--- src/rtl/nes_joypad_if.sv ---
// CPU-side bus for the emulated NES controller ports ($4016/$4017).
`timescale 1ns/1ps
interface nes_joypad_if;
    logic [15:0] cpu_addr;
    logic        cpu_we;
    logic        cpu_re;
    logic [7:0]  cpu_din;
    logic [7:0]  cpu_dout;

    modport master (output cpu_addr, cpu_we, cpu_re, cpu_din, input cpu_dout);
    modport slave  (input cpu_addr, cpu_we, cpu_re, cpu_din, output cpu_dout);
endinterface

--- src/rtl/nes_joypad.sv ---
// Two NES controller ports fed from USB HID keycodes, presenting the
// strobe / serial-shift protocol of $4016/$4017 to the 6502 bus.
`timescale 1ns/1ps
module nes_joypad #(
    // Button order A,B,Select,Start,Up,Down,Left,Right, most significant byte first
    parameter logic [63:0] P1_KEYS = 64'h0E0D2C281A160407,
    parameter logic [63:0] P2_KEYS = 64'h373634335251504F
) (
    input  logic          clk,
    input  logic          reset,
    input  logic [31:0]   keycode,
    nes_joypad_if.slave   bus,
    output logic [7:0]    pad1,
    output logic [7:0]    pad2
);

    typedef enum logic [1:0] {SEL_NONE, SEL_P1, SEL_P2} sel_t;

    logic [31:0] kc_s1, kc_s2, kc_stable;
    logic [7:0]  sh1, sh2;
    logic        strobe;
    logic        re_d, we_d;
    sel_t        sel_d;
    logic        hit1, hit2, rd_done;
    logic        unused_din;

    function automatic logic [7:0] decode(input logic [31:0] kc, input logic [63:0] keys);
        logic [7:0] btn;
        logic [7:0] code;
        logic [7:0] key;
        btn = '0;
        for (int unsigned i = 0; i < 8; i++) begin
            key = keys[63 - 8*i -: 8];
            for (int unsigned k = 0; k < 4; k++) begin
                code = kc[8*k +: 8];
                if (code != 8'h00 && code == key) btn[i] = 1'b1;
            end
        end
        return btn;
    endfunction

    // Address decode and read-completion (falling edge of cpu_re)
    always_comb begin
        hit1       = (bus.cpu_addr == 16'h4016);
        hit2       = (bus.cpu_addr == 16'h4017);
        rd_done    = re_d && !bus.cpu_re;
        unused_din = ^bus.cpu_din[7:1];
    end

    // Keycode resynchronisation, torn-word rejection and button decode.
    // kc_s1 == kc_s2 before the edge is the same condition as kc_s2 == kc_s3
    // after it, so the check happens one stage early without a third copy.
    always_ff @(posedge clk) begin
        if (reset) begin
            kc_s1     <= '0;
            kc_s2     <= '0;
            kc_stable <= '0;
            pad1      <= '0;
            pad2      <= '0;
        end else begin
            kc_s1 <= keycode;
            kc_s2 <= kc_s1;
            if (kc_s1 == kc_s2) kc_stable <= kc_s2;
            pad1 <= decode(kc_stable, P1_KEYS);
            pad2 <= decode(kc_stable, P2_KEYS);
        end
    end

    // Bus edge tracking and strobe latch (first cycle of a $4016 write only)
    always_ff @(posedge clk) begin
        if (reset) begin
            we_d   <= 1'b0;
            re_d   <= 1'b0;
            sel_d  <= SEL_NONE;
            strobe <= 1'b0;
        end else begin
            we_d <= bus.cpu_we;
            re_d <= bus.cpu_re;
            if (hit1)      sel_d <= SEL_P1;
            else if (hit2) sel_d <= SEL_P2;
            else           sel_d <= SEL_NONE;
            if (bus.cpu_we && !we_d && hit1) strobe <= bus.cpu_din[0];
        end
    end

    // Shift registers: reload while strobed, otherwise shift once per completed read
    always_ff @(posedge clk) begin
        if (reset) begin
            sh1 <= '0;
            sh2 <= '0;
        end else if (strobe) begin
            sh1 <= pad1;
            sh2 <= pad2;
        end else if (rd_done) begin
            if (sel_d == SEL_P1) sh1 <= {1'b1, sh1[7:1]};
            if (sel_d == SEL_P2) sh2 <= {1'b1, sh2[7:1]};
        end
    end

    // Read data: open-bus pattern 0x40 with the current serial bit in bit 0
    always_comb begin
        bus.cpu_dout = '0;
        if (bus.cpu_re && hit1)      bus.cpu_dout = {7'b0100000, sh1[0]};
        else if (bus.cpu_re && hit2) bus.cpu_dout = {7'b0100000, sh2[0]};
    end

endmodule

--- src/flat_wrapper.sv ---
// flat-port wrapper written by rule: the top's interface ports become plain ports
module nes_joypad_flat 
#(
                                                                                    
    parameter logic [63:0] P1_KEYS = 64'h0E0D2C281A160407,
    parameter logic [63:0] P2_KEYS = 64'h373634335251504F
)
  (clk, reset, keycode, pad1, pad2, bus_cpu_addr, bus_cpu_we, bus_cpu_re, bus_cpu_din, bus_cpu_dout);
  nes_joypad_if bus_i ();
  input  logic clk;
  input  logic reset;
  input  logic [31:0] keycode;
  output logic [7:0] pad1;
  output logic [7:0] pad2;
  input wire logic [$bits(bus_i.cpu_addr)-1:0] bus_cpu_addr;
  input wire logic [$bits(bus_i.cpu_we)-1:0] bus_cpu_we;
  input wire logic [$bits(bus_i.cpu_re)-1:0] bus_cpu_re;
  input wire logic [$bits(bus_i.cpu_din)-1:0] bus_cpu_din;
  output wire logic [$bits(bus_i.cpu_dout)-1:0] bus_cpu_dout;
  assign bus_i.cpu_addr = bus_cpu_addr;
  assign bus_i.cpu_we = bus_cpu_we;
  assign bus_i.cpu_re = bus_cpu_re;
  assign bus_i.cpu_din = bus_cpu_din;
  assign bus_cpu_dout = bus_i.cpu_dout;
  nes_joypad #(.P1_KEYS(P1_KEYS), .P2_KEYS(P2_KEYS)) u_core (.clk(clk), .reset(reset), .keycode(keycode), .bus(bus_i), .pad1(pad1), .pad2(pad2));
endmodule
--- config.mk ---
export PLATFORM = sky130hd
export DESIGN_NAME = nes_joypad_flat
export DESIGN_NICKNAME = d
export VERILOG_FILES = /design/src/rtl/nes_joypad_if.sv /design/src/rtl/nes_joypad.sv /design/src/flat_wrapper.sv
export SDC_FILE = /design/constraint.sdc
export NUM_CORES = 1
export LEC_CHECK = 0
export BUFFER_PORTS_ARGS = -buffer_cell sky130_fd_sc_hd__buf_2
export CORE_ASPECT_RATIO = 1.75
export CORE_MARGIN = 1.5
export CORE_UTILIZATION = 39
export CTS_BUF_LIST = sky130_fd_sc_hd__clkbuf_2 sky130_fd_sc_hd__clkbuf_4 sky130_fd_sc_hd__clkbuf_8
export CTS_CLUSTER_SIZE = 40
export DETAILED_ROUTE_END_ITERATION = 8
export GPL_ROUTABILITY_DRIVEN = 0
export GPL_TIMING_DRIVEN = 0
export PLACE_DENSITY = 0.58
export SKIP_CTS_REPAIR_TIMING = 1
export SYNTH_ARGS = -nofsm -noshare
export SYNTH_HDL_FRONTEND = slang
export SYNTH_SLANG_ARGS = --single-unit
--- constraint.sdc ---
create_clock -name clk -period 1.3 [get_ports clk]
set_input_delay 0.065 -clock clk [delete_from_list [all_inputs] [get_ports clk]]
set_output_delay 0.065 -clock clk [all_outputs]
set_load 0.05 [all_outputs]
==> results.toml, run 1 <==
[status]
outcome = "finished, violations left"
violations = "negative setup slack"

[power]
clockPowerShare_pct = 43.4
p_sw_mw = 2.04
p_sw_share_pct = 24.2
p_leak_nw = 2.95
pwr-share-seq_pct = 49.9
p_int_mw = 6.42
power.total_mw = 8.46
pwr_density_cell_nw_per_um2 = 1130
ir_drop_mv = 0.713
comb_power_share_pct = 6.7

[logic_synthesis]
synth_ff_type = "dfxtp_1"
synth-simple-area-share_pct = 30.2
syn_area_per_cell_sq_um = 9.44
async_flop_share_pct = 0
synth-xor-area-share_pct = 4.95
synthAdderAreaFrac_pct = 0
synth_area_leaders = "dfxtp_1, nor2b_1, mux2i_1"
synth_compound_area_share_pct = 5.86
synth_top_area_share_pct = 47.1
post_synth_num_cell_types = 38
synth-edff-count = 0
synth_area_sq_um = 5660
ys_seq_elements = 133
synth_top_family_by_area = "simple AND/OR/NAND/NOR gates"
syn_inst = 599
yosysTopAreaCell = "dfxtp_1"
ys_warn_count = 0
ys_seq_area_share_pct = 47.1
muxShareOfSynthArea_pct = 8.49

[die]
row_count = 58
die_w_microns = 94.0
die_h_microns = 162
start_util_pct = 39.6
design.core.area_sq_um = 14300
dieArea_sq_um = 15300
ioPinCount = 84

[route]
top_layer_used = "met4"
wl_met1_microns = 4990
via_count = 4538
dr.pass1.iters = 5
dr_wl_met2_microns = 8270
via_per_inst = 4.89
wl_per_cell_microns = 15.4
drt_iter0_markers = 188
final_antenna_net_count = 0
wirelength_microns = 14300
drc = 0
dr_wl_met3_microns = 360

[worst_setup_path]
reg2reg_depth = 6
worstSetupPathType = "reg -> reg"
path_max_fanout = 10
rrSetupSlack_ns = -0.43
required_ns = 1.62
critPathArrivalTime_ns = 2.04
cp-start-kind = "flip-flop"
worstSetupEndpointType = "flip-flop"

[cells_and_area]
nets = 796
multi_input_area_sq_um = 3120
area_delta_synth_final_pct = 32.1
antenna_cells = 0
layout_commonest_cell = "dfxtp_1"
final_cell_mix = "dfxtp_1, nor2b_1, buf_2, nand2b_1, nor2_1"
fillers = 1350
seq_area_sq_um = 2710
drive_gt1_share_pct = 25.7

[global_route]
grt_max_degree = 17
globalRouteTotalUtil_pct = 19.2
grt_pass1_wl_microns = 22100
grt_pass1_vias = 4457
antenna_found_initial = 0
grt_overflow = 0

[timing]
period_needed_ns = 1.73
drv_slew = 0
rsz0062_at_grt = "true"
fin_ws_ns = -0.426
fin_worst_skew_ns = 0.0155
relSlewSlack_pct = 46.4
worst_pin_slew_ns = 0.805
hold_violations = 0
fmax_ghz = 0.579
finalCritPeriodShare_pct = 133
setup_viol_count_final = 59

[clock_tree]
insertion_delay_ns = 0.44
cts_tree = "yes"
cts_buffers = 17
clk_pin_slew_worst_paths_ns = 0.08
htreeDepth = 4
cts.sinks = 133
cts_root_buf = "clkbuf_8"
clk_path_buf_depth = 2

[place]
place_ws_ns = -0.617
dpl.hpwl_microns = 11000
port_buffers = 69

[min_path]
hold_path_depth = 4
min_path_type = "in -> reg"

[job]
maxCapViolations = 0
## area by class of cell
| cell class | count | share of cell area (%) |
|---|---|---|
| plain buffers | 34 | 2.70 |
| clock buffers | 17 | 3.13 |
| clock inverters | 14 | 2.49 |
| inverters | 2 | 0.100 |
| multi-input cells | 433 | 41.7 |
| flip-flops and latches | 133 | 36.2 |
| well taps | 180 | 3.01 |
| repair buffers | 115 | 10.6 |
## synthesized netlist by cell type, drive strengths merged, types with 2 or more instances
cell type,number
nand4b,5
nor2b,77
buf,12
nor4b,4
dfxtp,133
nand2,21
and4b,3
nor3b,3
nand2b,63
nor2,65
nor3,10
and2,2
nand3b,2
a22oi,10
inv,2
a32oi,4
nand3,9
clkbuf,24
or2b,6
xnor2,32
a222oi,2
mux2i,48
nor4,8
nand4,10
a31oi,9
a21oi,26
nor4bb,4
## final timing paths
kind / startpoint / endpoint
min reg2reg: u_core.kc_s2[15] / u_core.kc_stable[15]
min: bus_cpu_addr[0] / u_core.strobe
max: u_core.kc_s1[30] / u_core.kc_stable[14]
max reg2reg: u_core.kc_s1[30] / u_core.kc_stable[14]
## per-layer routing
layer | vias up | GRT usage [%]
li1 | 2303 | -
met1 | 2089 | 17.0
met3 | 37 | 3.37
met4 | 0 | 9.16
met5 | - | 0
met2 | 109 | 39.5
## per-stage QoR
stage | area (sq um) | std cells | util, % | TNS (ns) | hold slack (ns)
global placement | 6250 | 853 | 43.7 | -27.59 | 0.274
CTS | 6670 | 884 | 46.7 | -29.61 | -0.192
finish | 7470 | 928 | 52.3 | -15.83 | 0.0468
floorplan | 5680 | 604 | - | -2.64 | 0.144
global route | 7470 | 928 | 52.3 | -19.19 | 0.0548
detailed placement | 6250 | 853 | 43.7 | -28.78 | 0.277
## state kept, by name, summed over array words and instances, names as in the netlist
name	cells
u_core.pad2	8
u_core.re_d	1
u_core.kc_stable	32
u_core.sh2	8
u_core.we_d	1
u_core.pad1	8
u_core.sh1	8
u_core.kc_s2	32
u_core.sel_d	2
u_core.strobe	1
u_core.kc_s1	32
## critical path, stage by stage (launching register included)
cell     delay [ns]
dfxtp_2        0.34
xnor2_2        0.23
nand4_1        0.17
nor4_4         0.37
nand2_2        0.17
buf_6          0.19
mux2i_1        0.12
## power groups by stage
stage,Clock [mW],Combinational (mW),Sequential [mW]
global placement,0,0.462,4.32
floorplan,0,0.311,4.31
detailed placement,0,0.471,4.33
finish,3.67,0.568,4.22
global route,3.93,0.618,4.23
CTS,3.76,0.472,4.23
## logic make-up (layout without fill, tap and decap cells)
group,count (synthesis),in the layout
AOI/OAI and AO/OA,53,53
xor gates and xnor gates,32,32
buffers and inverters,38,182
DFF,133,133
muxes,48,48
other,1,6
and+or+nand+nor,294,294
(Power assumes the default switching activity.)
==> inputs of run 2 (changes only) <==
CORE_UTILIZATION = 53   (was 39)
MAX_ROUTING_LAYER = met4   (was default)
PLACE_DENSITY = 0.76   (was 0.58)
SKIP_CTS_REPAIR_TIMING = default   (was 1)
==> run 2 against run 1 <==
Compared with the run above:
- the flow still finishes with violations (negative setup slack)
- global-route usage increased by 7.7 points
- setup slack better by 0.035 ns
- critical endpoint is now u_core.kc_stable[13]
- total power decreased by 1.7%
- flip-flop and latch count is the same
- clock skew down 0.0054 ns
- cell area barely moved
- critical path depth stayed put
- combinational power about the same
- die area decreased by 26%
- core utilization rose by 20 points
- largest cell class unchanged
- clock-buffer cell count unchanged
- sequential power hardly changed
==> results.toml, run 2 (same netlist as run 1, synthesis figures left out) <==
[status]
outcome = "finished, violations left"
violations = "negative setup slack"

[die]
die_h_microns = 140
die_w_microns = 81.1
start_util_pct = 54.6
row_count = 49
ioPinCount = 84
design.core.area_sq_um = 10400
dieArea_sq_um = 11300

[route]
via_count = 4721
drc = 0
final_antenna_net_count = 0
wirelength_microns = 14300
drt_iter0_markers = 303
dr.pass1.iters = 6
wl_per_cell_microns = 16.4
via_per_inst = 5.40

[power]
p_sw_mw = 2.21
p_sw_share_pct = 26.6
pwr_density_cell_nw_per_um2 = 1110
pwr-share-seq_pct = 50.7
ir_drop_mv = 0.785
clockPowerShare_pct = 42.5
p_int_mw = 6.10
comb_power_share_pct = 6.8
p_leak_nw = 2.98

[timing]
fin_worst_skew_ns = 0.0101
drv_slew = 0
finalCritPeriodShare_pct = 130
period_needed_ns = 1.69
fmax_ghz = 0.591
setup_tns_ns = -14.62
relSlewSlack_pct = 49.6
worst_pin_slew_ns = 0.756
rsz0062_at_grt = "true"
hold_violations = 0
setup_viol_count_final = 59
fin_ws_ns = -0.391

[cells_and_area]
fillers = 788
multi_input_area_sq_um = 3180
nets = 795
top_regs = "u_core.kc_s1 (32), u_core.kc_s2 (32), u_core.kc_stable (32)"
seq_area_sq_um = 2730
antenna_cells = 0
layout_commonest_cell = "dfxtp_1"
stdcell_area_sq_um = 7470
drive_gt1_share_pct = 27.7
area_delta_synth_final_pct = 32.1
final_cell_mix = "dfxtp_1, nor2b_1, buf_2, nand2b_1, nor2_1"
fin_util_pct = 72.1
final_cells = 875

[job]
maxCapViolations = 0

[clock_tree]
clk_pin_slew_worst_paths_ns = 0.08
cts_buffers = 17
htreeDepth = 4
insertion_delay_ns = 0.45
clk_path_buf_depth = 2
cts.sinks = 133
cts_root_buf = "clkbuf_8"
cts_tree = "yes"

[global_route]
grt_pass1_vias = 4658
grt_max_degree = 17
grt_pass1_wl_microns = 22000
grt_overflow = 0
antenna_found_initial = 0
globalRouteTotalUtil_pct = 26.9

[worst_setup_path]
r2r_start = "u_core.kc_s1[30]"
worstSetupPathType = "reg -> reg"
worstSetupEndpointType = "flip-flop"
path_max_fanout = 10
cp-start-kind = "flip-flop"
critPathLaunch = "u_core.kc_s1[30]"
required_ns = 1.63
critPathArrivalTime_ns = 2.02

[place]
dpl.hpwl_microns = 10000
port_buffers = 69
dp.cells = 800
place_area_sq_um = 6190

[min_path]
hold_path_startpoint = "bus_cpu_addr[3]"
min_path_type = "in -> reg"
## run 2: final timing paths
check / to / slack (ns) / depth (start not counted)
worst max-delay path: u_core.kc_stable[13] / -0.39 / 6
worst min-delay path: u_core.sel_d[0] / 0.04 / 4
worst max register to register: u_core.kc_stable[13] / -0.39 / 6
worst min register to register: u_core.kc_s2[9] / 0.48 / 1
## run 2: power by group through the flow
stage	Clock (mW)	Combinational [mW]	Sequential, mW
global placement	0	0.450	4.32
global route	3.76	0.617	4.23
finish	3.53	0.569	4.21
floorplan	0	0.311	4.31
CTS	3.60	0.565	4.22
detailed placement	0	0.459	4.33
## run 2: area by class of cell
cell class	count	area share [%]
Sequential cell	133	36.5
Tap cell	127	2.13
Inverter	2	0.100
Multi-Input combinational cell	433	42.5
Timing Repair Buffer	114	10.6
Clock buffer	17	3.13
Clock inverter	15	2.44
Buffer	34	2.61
## run 2: worst max-delay path: stages, from the launching register on
cell	delay (ns)
dfxtp_2	0.34
xnor2_2	0.23
nand4_1	0.17
nor4_4	0.37
nand2_2	0.15
buf_6	0.19
mux2i_1	0.13
## run 2: metrics by stage
| step | setup WS (ns) | hold WS [ns] | total power, mW |
|---|---|---|---|
| after floorplan | -0.0839 | 0.144 | 4.62 |
| after global placement | -0.563 | 0.272 | 4.77 |
| after detailed placement | -0.598 | 0.277 | 4.79 |
| after CTS | -0.389 | 0.0305 | 8.38 |
| after global routing | -0.476 | 0.0646 | 8.60 |
| final | -0.391 | 0.0391 | 8.31 |
## run 2: what timing repair did
item	in CTS	in global routing
pin swaps	22	20
buffers inserted	7	2
hold buffers	36	0
setup endpoints to repair	64	66
endpoints found under the hold margin	37	0
resized for setup	84	41
## run 2: per-layer routing
metal / routed length, microns / track usage [%]
met1: 4900 / 22.8
met3: 500 / 5.90
met5: 0 / -
met2: 8060 / 50.1
met4: 875 / 17.0
==> inputs of run 3 (changes only) <==
CELL_PAD_IN_SITES_DETAIL_PLACEMENT = 1   (was default)
CELL_PAD_IN_SITES_GLOBAL_PLACEMENT = 1   (was default)
CORE_UTILIZATION = 41   (was 53)
==> run 3 against run 2 <==
Compared with the run above:
- highest routed layer unchanged
- largest cell class unchanged
- total power up 4.0%
- register-to-register slack worse by 0.12 ns
- critical path type unchanged
- via count up 4.1%
- die area up 28%
- the flow still finishes with violations (negative setup slack)
- clock skew up 0.00069 ns
- non-clock buffer count up 11
- first-iteration DRC count down 11%
- routed wire length up 27%
- sequential power about the same
- setup slack worse by 0.12 ns
- worst hold slack worse by 0.014 ns
- core utilization down 14 points
==> results.toml, run 3 (same netlist as run 1, synthesis figures left out) <==
[timing]
fin_worst_skew_ns = 0.0108
setup_tns_ns = -16.46
drv_slew = 0
rsz0062_at_grt = "true"
setup_viol_count_final = 59
hold_violations = 0
period_needed_ns = 1.81
fmax_ghz = 0.552
finalCritPeriodShare_pct = 139
worst_pin_slew_ns = 0.798
fin_ws_ns = -0.510
relSlewSlack_pct = 46.8

[cells_and_area]
fin_util_pct = 58.5
antenna_cells = 0
final_cells = 933
drive_gt1_share_pct = 32.0
nets = 806
top_regs = "u_core.kc_s1 (32), u_core.kc_s2 (32), u_core.kc_stable (32)"
seq_area_sq_um = 2740
multi_input_area_sq_um = 3350
final_cell_mix = "dfxtp_1, nor2b_1, buf_2, nand2b_1, nor2_1"
layout_commonest_cell = "dfxtp_1"
area_delta_synth_final_pct = 39.2
fillers = 1500
stdcell_area_sq_um = 7870

[route]
via_per_inst = 5.27
dr.pass1.iters = 7
wl_per_cell_microns = 19.5
wirelength_microns = 18200
drc = 0
drt_iter0_markers = 270
final_antenna_net_count = 0
via_count = 4914

[worst_setup_path]
path_max_fanout = 10
r2r_start = "u_core.kc_s2[12]"
worstSetupPathType = "reg -> reg"
required_ns = 1.65
rrSetupSlack_ns = -0.51
worstSetupEndpointType = "flip-flop"
reg2reg_depth = 6
r2r_end = "u_core.kc_stable[12]"
cp-start-kind = "flip-flop"
critPathArrivalTime_ns = 2.16

[die]
design.core.area_sq_um = 13500
dieArea_sq_um = 14500
die_w_microns = 91.8
start_util_pct = 42.0
die_h_microns = 158
row_count = 56
ioPinCount = 84

[place]
port_buffers = 69
dpl.hpwl_microns = 12000
place_area_sq_um = 6250
dp.cells = 847

[min_path]
worstHoldEndpoint = "u_core.sel_d[0]"
hold_path_startpoint = "bus_cpu_addr[0]"
min_path_type = "in -> reg"
hold_path_depth = 3

[global_route]
globalRouteTotalUtil_pct = 26.0
grt_pass1_wl_microns = 27800
grt_overflow = 0
grt_pass1_vias = 5352
grt_max_degree = 17
antenna_found_initial = 0

[power]
ir_drop_mv = 0.839
power.total_mw = 8.65
pwr_density_cell_nw_per_um2 = 1100
p_leak_nw = 3.08

[clock_tree]
cts_buffers = 17
clk_path_buf_depth = 2
insertion_delay_ns = 0.45
htreeDepth = 4
clk_pin_slew_worst_paths_ns = 0.08
cts.sinks = 133
cts_root_buf = "clkbuf_8"
cts_tree = "yes"

[status]
outcome = "finished, violations left"
violations = "negative setup slack"

[job]
maxCapViolations = 0
[run 3: how the worst max path moves through the flow]
stage                          start                   end
floorplan           u_core.kc_s2[18]  u_core.kc_stable[10]
global placement    u_core.kc_s2[30]  u_core.kc_stable[27]
detailed placement  u_core.kc_s2[30]   u_core.kc_stable[9]
CTS                 u_core.kc_s1[12]   u_core.kc_stable[9]
global route        u_core.kc_s1[12]  u_core.kc_stable[12]
finish              u_core.kc_s2[12]  u_core.kc_stable[12]
[run 3: final cells by class]
cell class	count	area share [%]
sequential	133	34.8
inverter	2	0.0954
buffer	34	2.53
clock buffer	18	3.15
clock inverter	14	2.37
timing repair buffer	125	11.6
tap	174	2.77
multi-input combinational	433	42.6
[run 3: repair_timing]
| action | in CTS | in global routing |
|---|---|---|
| gates cloned | 1 | 0 |
| setup endpoints to repair | 64 | 67 |
| pin swaps | 34 | 32 |
| gates resized for setup | 118 | 58 |
| hold buffers | 36 | 0 |
| setup buffers | 12 | 10 |
| hold endpoints to repair | 37 | 0 |
[run 3: report_power, final]
| group | leakage [nW] | total (mW) | switching, mW | internal (mW) |
|---|---|---|---|---|
| sequential | 1.11 | 4.21 | 0.0798 | 4.13 |
| combinational | 1.76 | 0.615 | 0.286 | 0.329 |
| clock | 0.214 | 3.82 | 1.81 | 2.01 |
[run 3: critical path, cell delays in order, from the launching register on]
cell and delay [ns]:
dfxtp_1 0.36, xnor2_2 0.22, nand4_1 0.22, nor4_4 0.37, nand2_4 0.15, buf_6 0.19
mux2i_1 0.21
[run 3: metrics by stage]
step | setup WS, ns | hold WS, ns
global route | -0.576 | 0.0357
global placement | -0.599 | 0.273
floorplan | -0.0839 | 0.144
detailed placement | -0.651 | 0.281
CTS | -0.453 | 0.0270
finish | -0.510 | 0.0249
[run 3: layer usage]
metal | vias to the layer above | share of wire (%) | global-route usage [%]
met5 | - | 0 | -
li1 | 2308 | - | -
met2 | 158 | 59 | 50.9
met1 | 2381 | 33 | 22.9
met4 | 0 | 5.3 | 15.8
met3 | 67 | 3.1 | 4.15
